`config.mk`:
```
export PLATFORM = sky130hd
export DESIGN_NAME = fetch_sequencer
export DESIGN_NICKNAME = d
export VERILOG_FILES = /design/src/rtl/fetch_sequencer.sv
export SDC_FILE = /design/constraint.sdc
export NUM_CORES = 1
export LEC_CHECK = 0
export BUFFER_PORTS_ARGS = -buffer_cell sky130_fd_sc_hd__buf_2
export CORE_ASPECT_RATIO = 1.2
export CORE_UTILIZATION = 47
export CTS_BUF_LIST = sky130_fd_sc_hd__clkbuf_8
export DETAILED_ROUTE_END_ITERATION = 12
export GPL_ROUTABILITY_DRIVEN = 1
export HOLD_SLACK_MARGIN = 0.05
export PLACE_DENSITY = 0.78
export SYNTH_ARGS = -nofsm -noshare
export SYNTH_HDL_FRONTEND = slang
export SYNTH_SLANG_ARGS = --single-unit
export TNS_END_PERCENT = 100
```
`constraint.sdc`:
```
create_clock -name clk -period 6.1 [get_ports clk]
set_input_delay 0.61 -clock clk [delete_from_list [all_inputs] [get_ports clk]]
set_output_delay 0.61 -clock clk [all_outputs]
set_load 0.05 [all_outputs]
```
`src/rtl/fetch_sequencer.sv`:
```
// Instruction-fetch controller: owns the PC, reads a combinational instruction
// memory, and holds the fetched word in an IF/ID register with a valid/ready handshake.
module fetch_sequencer #(
  parameter int unsigned MEM_WORDS   = 32,
  parameter logic [31:0] RESET_PC    = 32'h0000_0000,
  parameter logic [5:0]  HALT_OPCODE = 6'b111111
) (
  input  logic        clk,
  input  logic        rst_n,
  input  logic        start,
  input  logic        freeze,
  input  logic        branch_taken,
  input  logic [31:0] branch_addr,
  output logic [31:0] imem_addr,
  input  logic [31:0] imem_data,
  output logic        id_valid,
  input  logic        id_ready,
  output logic [31:0] id_pc,
  output logic [31:0] id_inst,
  output logic        busy,
  output logic        halted,
  output logic        range_err,
  output logic [15:0] fetch_count
);

  typedef enum logic [1:0] {
    ST_IDLE = 2'd0,
    ST_RUN  = 2'd1,
    ST_HALT = 2'd2
  } state_t;

  localparam logic [31:0] MEM_WORDS_L = 32'(MEM_WORDS);

  state_t      state_q, state_d;
  logic [31:0] pc_q, pc_d;
  logic [31:0] id_pc_q, id_pc_d;
  logic [31:0] id_inst_q, id_inst_d;
  logic        id_valid_q, id_valid_d;
  logic        range_err_q, range_err_d;
  logic [15:0] cnt_q, cnt_d;

  logic advance;
  logic pc_oob;
  logic is_halt_op;

  // Branch targets are forced word-aligned, so the low address bits are dropped.
  logic unused_br_lsb;
  assign unused_br_lsb = ^branch_addr[1:0];

  function automatic logic [15:0] sat_inc(input logic [15:0] v);
    return (v == 16'hFFFF) ? v : v + 16'd1;
  endfunction

  assign advance    = (state_q == ST_RUN) & ~freeze & ~branch_taken &
                      (~id_valid_q | id_ready);
  assign pc_oob     = {2'b00, pc_q[31:2]} >= MEM_WORDS_L;
  assign is_halt_op = (imem_data[31:26] == HALT_OPCODE);

  always_comb begin
    state_d     = state_q;
    pc_d        = pc_q;
    id_pc_d     = id_pc_q;
    id_inst_d   = id_inst_q;
    id_valid_d  = id_valid_q;
    range_err_d = range_err_q;
    cnt_d       = cnt_q;
    unique case (state_q)
      ST_IDLE: begin
        if (start) begin
          state_d = ST_RUN;
          pc_d    = RESET_PC;
          cnt_d   = 16'd0;
        end
      end
      ST_HALT: begin
        id_valid_d = 1'b0;
        if (start) begin
          state_d     = ST_RUN;
          pc_d        = RESET_PC;
          cnt_d       = 16'd0;
          range_err_d = 1'b0;
        end
      end
      ST_RUN: begin
        if (branch_taken) begin
          // Redirect wins over freeze: the wrong-path word is flushed.
          pc_d       = {branch_addr[31:2], 2'b00};
          id_valid_d = 1'b0;
          id_inst_d  = 32'd0;
        end else if (advance && pc_oob) begin
          state_d     = ST_HALT;
          range_err_d = 1'b1;
          id_valid_d  = 1'b0;
        end else if (advance && is_halt_op) begin
          state_d    = ST_HALT;
          id_valid_d = 1'b0;
        end else if (advance) begin
          id_inst_d  = imem_data;
          id_pc_d    = pc_q + 32'd4;
          id_valid_d = 1'b1;
          pc_d       = pc_q + 32'd4;
          cnt_d      = sat_inc(cnt_q);
        end else if (id_valid_q && id_ready && freeze) begin
          id_valid_d = 1'b0;
        end
      end
      default: state_d = ST_IDLE;
    endcase
  end

  always_ff @(posedge clk) begin
    if (!rst_n) begin
      state_q     <= ST_IDLE;
      pc_q        <= RESET_PC;
      id_pc_q     <= 32'd0;
      id_inst_q   <= 32'd0;
      id_valid_q  <= 1'b0;
      range_err_q <= 1'b0;
      cnt_q       <= 16'd0;
    end else begin
      state_q     <= state_d;
      pc_q        <= pc_d;
      id_pc_q     <= id_pc_d;
      id_inst_q   <= id_inst_d;
      id_valid_q  <= id_valid_d;
      range_err_q <= range_err_d;
      cnt_q       <= cnt_d;
    end
  end

  assign imem_addr   = pc_q;
  assign id_valid    = id_valid_q;
  assign id_pc       = id_pc_q;
  assign id_inst     = id_inst_q;
  assign busy        = (state_q == ST_RUN);
  assign halted      = (state_q == ST_HALT);
  assign range_err   = range_err_q;
  assign fetch_count = cnt_q;

endmodule

```
# Word-level counts from Yosys, hierarchy flattened

Index checks and enable logic that the tools add are counted.

Add/subtract/negate cells: 2
$mul: 0
Divide/modulo/power cells: 0
Order comparisons: 1
Eq/ne operators: 19
Shifts and indexed selects: 0
Muxes and demuxes: 32
Bitwise operators: 9
Reductions and logical operators: 16

Operators with widths:

| kind                                                                                  | count |
|---|---|
| 32-bit two-way mux                                                                    | 9 |
| 16-bit two-way mux                                                                    | 6 |
| 32-bit case mux with 2 select lines                                                   | 1 |
| 32-bit by 3-bit adder with 32-bit output (second input constant)                      | 1 |
| 16-bit case mux with 2 select lines                                                   | 1 |
| 30-bit by 6-bit greater-or-equal comparator with 1-bit output (second input constant) | 1 |
| 16-bit by 1-bit adder with 16-bit output (second input constant)                      | 1 |
| 16-bit == test (second input constant)                                                | 1 |
| 2-bit != test (second input constant)                                                 | 7 |
| 5-bit AND reduction                                                                   | 2 |
| 1-bit two-way mux                                                                     | 8 |
| 2-bit two-way mux                                                                     | 4 |
| 4-bit AND reduction                                                                   | 2 |
| 7-bit AND reduction                                                                   | 1 |
| 6-bit == test (second input constant)                                                 | 1 |
| 2-bit by 1-bit != test with 1-bit output (second input constant)                      | 3 |
| 3-bit != test (second input constant)                                                 | 2 |
| 6-bit by 2-bit != test with 1-bit output (second input constant)                      | 1 |
| 2-bit nonzero test                                                                    | 3 |
| 1-bit NOT                                                                             | 5 |
| 1-bit logical AND                                                                     | 4 |
| 1-bit case mux with 2 select lines                                                    | 2 |
| 2-bit case mux with 2 select lines                                                    | 1 |
| 1-bit bitwise AND                                                                     | 3 |
| 9 further kinds                                                                       | 9 |

Flip-flop bits (word level): 116
Latch bits: 0
RAM bits: 0
Memory bits (read-only): 0
Output and inout bits: 116
Logic and storage cells: 86
Memories: 0

# Depth between registers and ports, before layout

Word-level depth: 9
Mapped depth: 10

# Worst setup path after synthesis

No wires, ideal clock.

Kind: register -> register
From: reg state_q[1]
To: reg cnt_q[9], in the netlist fetch_count[9]
Library setup time: 135 ps
Arrival: 2735 ps
Data required time: 5965 ps
Slack: 3230 ps
Stages on the path, launching flop included: 11
Period minus slack after synthesis: 2870 ps
Cell sequence: dfxtp_1 -> inv_1 -> ha_1 -> nand2b_4 -> or3_4 -> or4_1 -> buf_2 -> buf_6 -> buf_2 -> o311ai_0 -> o41ai_1

Word-level cells in the longest chain between the ends: 7
Elaborated cells on any way between the ends: 18

Ends and longest elaborated chain:

| element                                      | line   | RTL |
|---|---|---|
| from (decl)                                  | 34     | `state_t state_q, state_d;` |
| from (signal assigned)                       | 121    | `state_q <= state_d;` |
| 2-bit by 1-bit == test with 1-bit output (*) | n/a    |  |
| via busy                                     | 20     | `output logic busy,` |
| 1-bit bitwise AND (3 in series)              | 54     | `assign advance = (state_q == ST_RUN) & ~freeze & ~branch_taken &` |
| 1-bit logical AND (on tied branches)         | 94, 90 |  |
| 2-bit != test (no source line)               | n/a    |  |
| 7-bit AND reduction (no source line)         | n/a    |  |
| to (signal assigned)                         | 127    | `cnt_q <= cnt_d;` |
| to (decl)                                    | 40     | `logic [15:0] cnt_q, cnt_d;` |

The timed path passes the listed nets; every way through them passes the cells marked *.
A chain may end at the register's enable or synchronous reset.

# Worst setup path in the final report

From: reg state_q[1]
To: reg pc_q[11], in the netlist imem_addr[11]

Word-level cells in the longest chain between the ends: 7
Elaborated cells on any way between the ends: 16

Ends and longest elaborated chain:

| element                                  | line   | RTL |
|---|---|---|
| 2-bit by 1-bit == test with 1-bit output | 54, 67 |  |
| 1-bit bitwise AND (3 in series)          | 54     |  |
| 1-bit logical AND (on tied branches)     | 94, 90 |  |
| 3-bit != test (no source line)           | n/a    |  |
| 5-bit AND reduction (no source line)     | n/a    |  |
| to (signal assigned)                     | 122    | `pc_q <= pc_d;` |
| to (decl)                                | 35     | `logic [31:0] pc_q, pc_d;` |

Parallel ways exist; a longest one is shown, timed or not.

==> run metrics <==
core area 0.009613 mm²; Initial Utilization 0.4861; Final Skew 0.01044 ns; Total Routing Usage GR 0.2336; largest cells by area after synthesis dfxtp_1 (48%), mux2i_1 (9.9%), nand4_1 (4.1%), nand2_1 (4.1%), and3_1 (3.7%); syn avg cell area 9.074 µm²; Post-CTS Setup Inserts 0; CTS Hold Bufs 0; Worst Tran Pin Value 1.136 ns; # rows 39; H-tree levels 3; multi-input logic area 0.002226 mm²; CTS Buf Count 9; Fmax 271.7 MHz; first-pass GRT wire length 19620 µm; cell area after synthesis 0.004673 mm²; final hold vios 0; total of max-cap violations 0; final WL 12040 µm; CP Capture Type flip-flop; dominant cell type by area after synthesis dfxtp_1; leakage power 2.651 nW; Final Core Density 0.6068; HP Class in -> reg; layout cells sized above 1 0.3083; period utilisation layout 0.6034; Finished Cell Area 0.005833 mm²; warnings from Yosys 0; nets 750; DRC 0; global placement routability congestion 0.8429; Avg WL per Cell 15.02 µm; Worst Path Required 6.31 ns; Post-synth EDFFs 0; Root Buffer clkbuf_8; initial DRC count 195; CTS Sinks 112; commonest non-fill, non-tap cell in the layout buf_2; top-area cell type share of the netlist area 0.4798; Die X 93.03 µm; ant diodes 0; setup TNS 0 ns; #FFs+latches synth 112; vias in the first global route 4133; gr ovfl total 0; # resized after CTS 0; commonest cells after routing, fill and taps aside buf_2 (179), dfxtp_1 (112), nand2_1 (51); pwr dens 253.2 mW/mm²; Placed Instances 785; largest net degree at the start of global routing 66; final setup vio count 0; sequential area share after synthesis 0.4798; fillers 865; type of origin of the critical path flip-flop; Top FF cell, synth dfxtp_1; Area Growth Syn to Fin 24.82%; CTS tree built; Worst slew margin 0.2428; Netlist cell types 48; clock tree buffer depth 2; Pins Over Slew Limit 0; Clock Latency Late Sink 0.38 ns; hpwl dp 8417 µm; PortBufs 179; Critical Path Fanout Max 42; CP Data Arrival Time 3.90 ns; num ports 186; placed cell area 0.005597 mm²; Post-DRT Antenna Nets 0; Die Span Y 111.2 µm; Tmin final 3.681 ns; DR vias 4483; 1st-pass router iterations 4; Peak VDD IR 0.1464 mV; status finished, final reports clean; Final Instance Count excl. Fillers 801; Vias/cell 5.597; clock transition at the registers of the reported paths 0.11 ns; fraction of registers with async set/reset 0; die area 0.01035 mm²; worst setup path class reg -> reg; register area 0.002242 mm²; Synth Instances 515; initial antenna violation count 0; RSZ-0062 raised after global routing no
==> Yosys cell counts (2+ instances only) <==
cell and n:
a311oi_1 2, o31ai_1 9, nand4_1 31, buf_2 7, o311ai_0 2, and3_1 28, nor3_1 8, buf_4 4
nand3_1 9, or3_1 4, a21oi_1 16, clkbuf_1 27, nor2_1 45, dfxtp_1 112, mux2i_1 46, and2_1 4
xor2_1 2, a31o_2 2, nand2b_1 5, o21a_1 2, xnor2_1 5, or4_1 12, clkinv_1 2, nand2_1 51
o211ai_1 4, o21ai_0 32, inv_1 9, ha_1 7, nor4_1 9
==> worst max-delay path: stages, from the launching register on <==
cell	delay, ns
dfxtp_1	0.36
inv_1	0.11
ha_1	0.53
nand2b_4	0.10
or3_4	0.41
nor4_2	0.24
buf_4	0.57
o21a_1	0.95
o21ai_0	0.24
==> logic make-up after synthesis <==
family,after synthesis,synth area share
AND/OR/NAND/NOR,211,0.2329
flip-flops,112,0.4798
AO/OA/AOI/OAI,79,0.1060
buffers and inverters,51,0.04766
multiplexers,47,0.1009
adder cells (fa/ha/maj),7,0.01874
XOR/XNOR,7,0.01312
other,1,0.0008024
==> worst paths after layout <==
check                           cells after the start            end  slack, ns     startpoint
worst max register to register                      8  imem_addr[11]       2.42     state_q[1]
worst max-delay path                                8  imem_addr[11]       2.42     state_q[1]
worst min-delay path                                3     id_inst[3]       0.46   imem_data[3]
worst min register to register                      2  imem_addr[26]       0.48  imem_addr[26]
==> registers in the layout (all words and copies together) (netlist names) <==
register / count
id_inst: 32
id_pc: 30
imem_addr: 30
fetch_count: 16
state_q: 2
id_valid: 1
range_err: 1
==> where the power goes <==
part | switching (mW) | internal [mW] | leakage [nW]
clock | 0.256 | 0.248 | 0.120
sequential | 0.0114 | 0.744 | 0.904
combinational | 0.154 | 0.0626 | 1.63
==> metal layers <==
metal	GRT usage	part of all wire	up-vias
li1	-	-	2154
met1	0.2838	0.41	2133
met2	0.3912	0.50	169
met3	0.05693	0.062	27
met4	0.09436	0.026	0
met5	0	0	-
==> metrics by stage <==
step,power [mW],setup slack (ns),hold WS (ns)
final,1.477,2.419,0.4639
after global routing,1.544,2.054,0.4555
after CTS,1.489,2.425,0.4451
after detailed placement,0.9871,2.339,0.4669
after global placement,0.9817,2.428,0.4569
after floorplan,0.9262,3.230,0.4907
==> cell type report <==
cell class                      instances  share of cell area
Sequential cell                       112              0.3844
Multi-Input combinational cell        355              0.3816
Timing Repair Buffer                  184              0.1600
Tap cell                              123             0.02638
Clock buffer                           10             0.02360
Clock inverter                          6             0.01695
Inverter                               11            0.007079
No activity file was read; power rests on OpenSTA's default activity.
